<file path="src/rtl/car_pkg.sv">
// Shared definitions for the car display/drive blocks.
//   drive_state_t : drive FSM states (ST_IDLE, ST_RUN)
//   DISP_ODO/TRIP : disp_sel encodings for the 7-seg source mux
//   bcd_digit_t   : one packed BCD digit
//   bcd_digit_inc : single-digit BCD increment (9 wraps to 0)
package car_pkg;

  typedef enum logic {
    ST_IDLE = 1'b0,
    ST_RUN  = 1'b1
  } drive_state_t;

  localparam logic DISP_ODO  = 1'b0;
  localparam logic DISP_TRIP = 1'b1;

  typedef logic [3:0] bcd_digit_t;

  localparam bcd_digit_t BCD_MAX = 4'd9;

  function automatic bcd_digit_t bcd_digit_inc(input bcd_digit_t d);
    return (d == BCD_MAX) ? 4'd0 : d + 4'd1;
  endfunction

endpackage

</file>
<file path="src/rtl/bcd_counter.sv">
// Cascaded packed-BCD up counter.
//   clk    : system clock
//   rst    : asynchronous active-low reset (value -> 0)
//   inc    : count up by one this cycle
//   clr    : synchronous clear, wins over inc
//   value  : packed BCD, most significant digit in the highest nibble
//   at_max : all digits are 9
// At all-9s an increment wraps to all-0s, or holds when SATURATE=1.
module bcd_counter
  import car_pkg::*;
#(
  parameter int DIGITS   = 3,
  parameter bit SATURATE = 1'b0
) (
  input  logic                  clk,
  input  logic                  rst,
  input  logic                  inc,
  input  logic                  clr,
  output logic [4*DIGITS-1:0]   value,
  output logic                  at_max
);

  logic [4*DIGITS-1:0] value_q;
  logic [4*DIGITS-1:0] inc_value;
  logic                all_nine;
  logic                carry;
  bcd_digit_t          digit;

  // Ripple the +1 through the digits; a digit only moves when every lower
  // digit was 9, so an all-9s value naturally rolls over to all-0s.
  always_comb begin
    carry     = 1'b1;
    all_nine  = 1'b1;
    inc_value = value_q;
    digit     = '0;
    for (int i = 0; i < DIGITS; i++) begin
      digit = bcd_digit_t'(value_q[4*i +: 4]);
      if (digit != BCD_MAX) begin
        all_nine = 1'b0;
      end
      if (carry) begin
        inc_value[4*i +: 4] = bcd_digit_inc(digit);
        carry               = (digit == BCD_MAX);
      end
    end
  end

  always_ff @(posedge clk or negedge rst) begin
    if (!rst) begin
      value_q <= '0;
    end else if (clr) begin
      value_q <= '0;
    end else if (inc) begin
      if (!(all_nine && SATURATE)) begin
        value_q <= inc_value;
      end
    end
  end

  assign value  = value_q;
  assign at_max = all_nine;

endmodule

</file>
<file path="src/rtl/odometer_trip.sv">
// Distance meter: integrates a speed code into distance units and keeps a
// non-clearing odometer plus a clearable trip counter, both packed BCD.
//   clk        : system clock
//   rst        : asynchronous active-low reset
//   run        : drive mode active
//   speed      : distance increments per integration tick (0 = stopped)
//   trip_clr   : synchronous trip clear (pulse or level)
//   disp_sel   : 0 shows odometer on disp_bcd, 1 shows trip
//   odo_bcd    : odometer, packed BCD
//   trip_bcd   : trip counter, packed BCD
//   disp_bcd   : registered copy of the selected counter for the 7-seg scanner
//   unit_pulse : one-cycle strobe per distance unit, aligned with counter update
//   odo_wrap   : sticky, set when the odometer is bumped while at all-9s
//   running    : drive FSM is in RUN
module odometer_trip
  import car_pkg::*;
#(
  parameter int TICK_DIV    = 100000,
  parameter int SPD_W       = 2,
  parameter int UNIT_THRESH = 500,
  parameter int DIGITS      = 3,
  parameter bit SATURATE    = 1'b0
) (
  input  logic                clk,
  input  logic                rst,
  input  logic                run,
  input  logic [SPD_W-1:0]    speed,
  input  logic                trip_clr,
  input  logic                disp_sel,
  output logic [4*DIGITS-1:0] odo_bcd,
  output logic [4*DIGITS-1:0] trip_bcd,
  output logic [4*DIGITS-1:0] disp_bcd,
  output logic                unit_pulse,
  output logic                odo_wrap,
  output logic                running
);

  localparam int PRESC_W = (TICK_DIV > 1) ? $clog2(TICK_DIV) : 1;
  // Sized so that acc (< UNIT_THRESH) plus the largest speed never overflows.
  localparam int ACC_W   = $clog2(UNIT_THRESH + 2**SPD_W);

  localparam logic [PRESC_W-1:0] PRESC_LAST = PRESC_W'(TICK_DIV - 1);
  localparam logic [ACC_W-1:0]   THRESH     = ACC_W'(UNIT_THRESH);

  drive_state_t        state_q;
  drive_state_t        state_d;
  logic [PRESC_W-1:0]  presc_q;
  logic [ACC_W-1:0]    acc_q;
  logic [ACC_W-1:0]    acc_next;
  logic                counting;
  logic                tick;
  logic                unit_inc;
  logic                odo_at_max;

  // Drive FSM state register.
  always_ff @(posedge clk or negedge rst) begin
    if (!rst) begin
      state_q <= ST_IDLE;
    end else begin
      state_q <= state_d;
    end
  end

  // Drive FSM next state: simply follows run.
  always_comb begin
    state_d = state_q;
    case (state_q)
      ST_IDLE: if (run)  state_d = ST_RUN;
      ST_RUN:  if (!run) state_d = ST_IDLE;
      default: state_d = ST_IDLE;
    endcase
  end

  // Integration only happens while in RUN with run still asserted; the cycle
  // run drops gets no tick, so a partial accumulation is thrown away rather
  // than producing a late unit. Using >= lets any speed cross the threshold.
  always_comb begin
    counting = (state_q == ST_RUN) && run;
    tick     = counting && (presc_q == PRESC_LAST);
    acc_next = acc_q + ACC_W'(speed);
    unit_inc = tick && (acc_next >= THRESH);
  end

  // Prescaler and accumulator; both sit at zero whenever not counting, which
  // is what clears them on the way back to IDLE.
  always_ff @(posedge clk or negedge rst) begin
    if (!rst) begin
      presc_q <= '0;
      acc_q   <= '0;
    end else if (!counting) begin
      presc_q <= '0;
      acc_q   <= '0;
    end else begin
      presc_q <= tick ? '0 : presc_q + 1'b1;
      if (tick) begin
        acc_q <= unit_inc ? acc_next - THRESH : acc_next;
      end
    end
  end

  bcd_counter #(
    .DIGITS   (DIGITS),
    .SATURATE (SATURATE)
  ) u_odo (
    .clk    (clk),
    .rst    (rst),
    .inc    (unit_inc),
    .clr    (1'b0),
    .value  (odo_bcd),
    .at_max (odo_at_max)
  );

  // Trip rolls over silently, so its at_max has no consumer.
  bcd_counter #(
    .DIGITS   (DIGITS),
    .SATURATE (1'b0)
  ) u_trip (
    .clk    (clk),
    .rst    (rst),
    .inc    (unit_inc),
    .clr    (trip_clr),
    .value  (trip_bcd),
    .at_max ()
  );

  // Registered outputs: unit strobe lines up with the counter update, the
  // wrap flag is sticky until reset, and the display copy lags one cycle.
  always_ff @(posedge clk or negedge rst) begin
    if (!rst) begin
      unit_pulse <= 1'b0;
      odo_wrap   <= 1'b0;
      disp_bcd   <= '0;
    end else begin
      unit_pulse <= unit_inc;
      if (unit_inc && odo_at_max) begin
        odo_wrap <= 1'b1;
      end
      disp_bcd <= (disp_sel == DISP_TRIP) ? trip_bcd : odo_bcd;
    end
  end

  assign running = (state_q == ST_RUN);

endmodule

</file>
<file path="config.mk">
export PLATFORM = sky130hd
export DESIGN_NAME = odometer_trip
export DESIGN_NICKNAME = d
export VERILOG_FILES = /design/src/rtl/car_pkg.sv /design/src/rtl/bcd_counter.sv /design/src/rtl/odometer_trip.sv
export SDC_FILE = /design/constraint.sdc
export NUM_CORES = 1
export LEC_CHECK = 0
export CORE_ASPECT_RATIO = 0.9
export CORE_UTILIZATION = 55
export CTS_BUF_LIST = sky130_fd_sc_hd__clkbuf_4
export DETAILED_ROUTE_END_ITERATION = 8
export DONT_BUFFER_PORTS = 1
export PLACE_DENSITY_LB_ADDON = 0.25
export SYNTH_ARGS = -nofsm -noshare
export SYNTH_HDL_FRONTEND = slang
export SYNTH_SLANG_ARGS = --single-unit
</file>
<file path="constraint.sdc">
create_clock -name clk -period 8.15 [get_ports clk]
set_clock_uncertainty 0.05 [all_clocks]
set_input_delay 2.445 -clock clk [delete_from_list [all_inputs] [get_ports clk]]
set_output_delay 2.445 -clock clk [all_outputs]
set_load 0.02 [all_outputs]
</file>
==> flow_summary_export.csv <==
group,metric,value,unit
worst_setup_path,start_kind,"input port",
cells_and_area,fin_util,0.616,
die,die_h,78.4,um
worst_hold_path,hp-class,"reg2reg",
synth,synthDistinctLibCells,60,
worst_setup_path,critPathCaptureType,"register",
worst_setup_path,crit_fanout,9,
synth,synth-main-ff-cell,"dfrtp_1",
cts,cts_tree,"yes",
sta,finalMaxSlewViolations,0,
cts,postCtsHoldBufs,0,
grt,overflow,0,
placement,place_area,3620,um^2
worst_setup_path,crit_arrival,5180,ps
routing,wl_per_cell,16.8,um
worst_setup_path,worst-r2r-setup-slack,4890,ps
cts,cts_resized,0,
cts,cts_sinks,65,
power,p_per_area,162,nW/um^2
cts,post_cts_buffers,0,
cts,clk_pin_slew,110,ps
routing,wirelength,7360,um
placement,gp_congestion,0.855,
sta,period_share,0.603,
routing,first_pass_iters,4,
placement,dpl.hpwl,5060,um
cts,numCtsBuffers,9,
sta,hold_viol,0,
grt,grt_usage,0.239,
synth,synthTopCellsByCount,"dfrtp_1, nor2_1, nand2_1",
synth,syn_area,3570,um^2
synth,netlist_instances,347,
synth,synth_edf_count,0,
power,leakagePower,1.69,nW
synth,seq_area_frac_synth,0.456,
routing,route.detailed.drc,0,
sta,max_freq,203,MHz
worst_setup_path,slowest_stage,"a211oi_2",
routing,antenna_left,0,
die,die_area,6810,um^2
die,row_count,27,
cts,cts_buffer_depth,2,
routing,drt_iter0_drc,164,
die,io_pins,46,
cts,cts_root_buffer,"clkbuf_4",
routing,routed-via-count,2587,
grt,antenna_found_initial,0,
grt,first_global_vias,2507,
cells_and_area,layout.nets,365,
sta,rsz0062_at_grt,"no",
routing,avgViaCountPerCell,5.91,
grt,grt_pass1_wl,12400,um
die,die_w,86.9,um
die,core-area,6180,um^2
worst_setup_path,crit_chain,"ha_1, inv_1, fa_1, xor2_1, inv_1, ha_1, nand3b_1, nand3_1, nor2_1, a211oi_2, a41oi_2, mux2_4",
sta,finalCriticalPeriod,4920,ps
worst_setup_path,criticalPathCategory,"in2reg",
sta,tightestPinTransition,893,ps
status,outcome,"complete, no violations",
power,irDropWorstVdd,0.0988,mV
cells_and_area,final_cell_area,3810,um^2
synth,synth.most_common_cell,"dfrtp_1",
synth,synth_seq_cells,65,
synth,yosysWarnings,0,
cts,insertion_delay,410,ps
sta,setup_viol,0,
worst_setup_path,crit_path_max_incr_delay,600,ps
cts,cts_max_level,3,
synth,synth_area_leaders,"dfrtp_1, mux2_2, ha_1, nor2_1, xor2_1",
run,cap_violations,0,
cells_and_area,drive_gt1_frac,0.137,
synth,synth_top_area_frac,0.456,
sta,slew_headroom,0.403,
power,power.total,0.616,mW
cells_and_area,synthToLayoutAreaGrowth,6.74,%
grt,grt_max_degree,66,
synth,syn_area_per_cell,10.3,um^2
die,initial_utilization,0.577,
synth,async_reset_ff_frac,1.00,
cells_and_area,n_antenna_cell,0,
synth,synth_top_cell_by_area,"dfrtp_1",
worst_setup_path,cp.required,8410,ps
placement,io_buffers,0,
sta,tns,0,ps
sta,fin_hold_ws,451,ps
synth,synth_nets,366,
through the flow:
| stage | cells | setup slack, ps |
|---|---|---|
| after global placement | 422 | 2970 |
| after detailed placement | 422 | 2790 |
| final | 438 | 3230 |
| after floorplan | 347 | 3240 |
| after global routing | 438 | 3050 |
| after CTS | 438 | 3250 |
where the power goes:
part | switching [mW] | internal, mW | total (mW)
registers | 0.00434 | 0.324 | 0.329
logic | 0.00626 | 0.00441 | 0.0107
clock network | 0.122 | 0.155 | 0.277
total | 0.132 | 0.484 | 0.616
worst max-delay path, delay by kind of cell:
family                   cells  cell delay [ps]
multiplexers                 1              360
AND/OR/NAND/NOR              3              320
XOR/XNOR                     1              220
adder cells (fa/ha/maj)      3              760
AO/OA/AOI/OAI                2              900
buffers and inverters        2              160
flip-flops by register name, summed over array words and instances, names as in the netlist:
| register | flops |
|---|---|
| odo_wrap | 1 |
| unit_pulse | 1 |
| disp_bcd | 12 |
| u_odo.value | 12 |
| presc_q | 17 |
| acc_q | 9 |
| u_trip.value | 12 |
| running | 1 |
layer usage:
| layer | GRT usage | up-vias | share of wire |
|---|---|---|---|
| met5 | 0 | - | 0 |
| met4 | 0.0883 | 0 | 0.012 |
| met3 | 0.0652 | 8 | 0.046 |
| met2 | 0.341 | 58 | 0.45 |
| met1 | 0.345 | 1273 | 0.49 |
| li1 | - | 1248 | - |
layout by cell type, fill, tap and decap left out, types with 4 or more instances in the layout:
cell,n
a21oi_1,11
a21o_1,4
a22o_1,4
dfrtp_1,65
nand2_1,29
o21ai_0,7
nand4_1,7
inv_1,15
mux2_2,13
xor2_1,13
nand2b_1,6
nand3_1,16
a31o_2,4
nor3_1,5
nor2b_1,10
nor2_1,35
ha_1,11
clkbuf_4,9
nand3b_1,4
and3_1,6
xnor2_1,10
final cells by class:
class | instances | area (um^2)
sequential | 65 | 1630
clock buffer | 9 | 67.6
multi-input combinational | 255 | 1830
inverter | 15 | 56.3
tap | 87 | 109
clock inverter | 7 | 119
fill | 504 | 2380
cell families (layout without fill, tap and decap cells):
family,Yosys count,after routing,share of synthesized area
xor gates and xnor gates,23,23,0.0565
DFF,65,65,0.456
AOI/OAI and AO/OA,65,65,0.150
and+or+nand+nor,139,139,0.211
muxes,16,16,0.0509
buffers and inverters,27,31,0.0312
adders and majority gates,12,12,0.0442
final timing paths:
| kind | from | cells after the start | to |
|---|---|---|---|
| max | speed[0] | 12 | u_trip.value[9]$_DFFE_PN0P_ |
| min | presc_q[0]$_DFF_PN0_ | 1 | presc_q[0]$_DFF_PN0_ |
| max reg2reg | acc_q[0]$_DFFE_PN0P_ | 12 | u_trip.value[9]$_DFFE_PN0P_ |
| min reg2reg | presc_q[0]$_DFF_PN0_ | 1 | presc_q[0]$_DFF_PN0_ |
| max in group asynchronous | rst | 0 | presc_q[5]$_DFF_PN0_ |
| min in group asynchronous | rst | 0 | disp_bcd[7]$_DFF_PN0_ |
(Power assumes the default switching activity.)
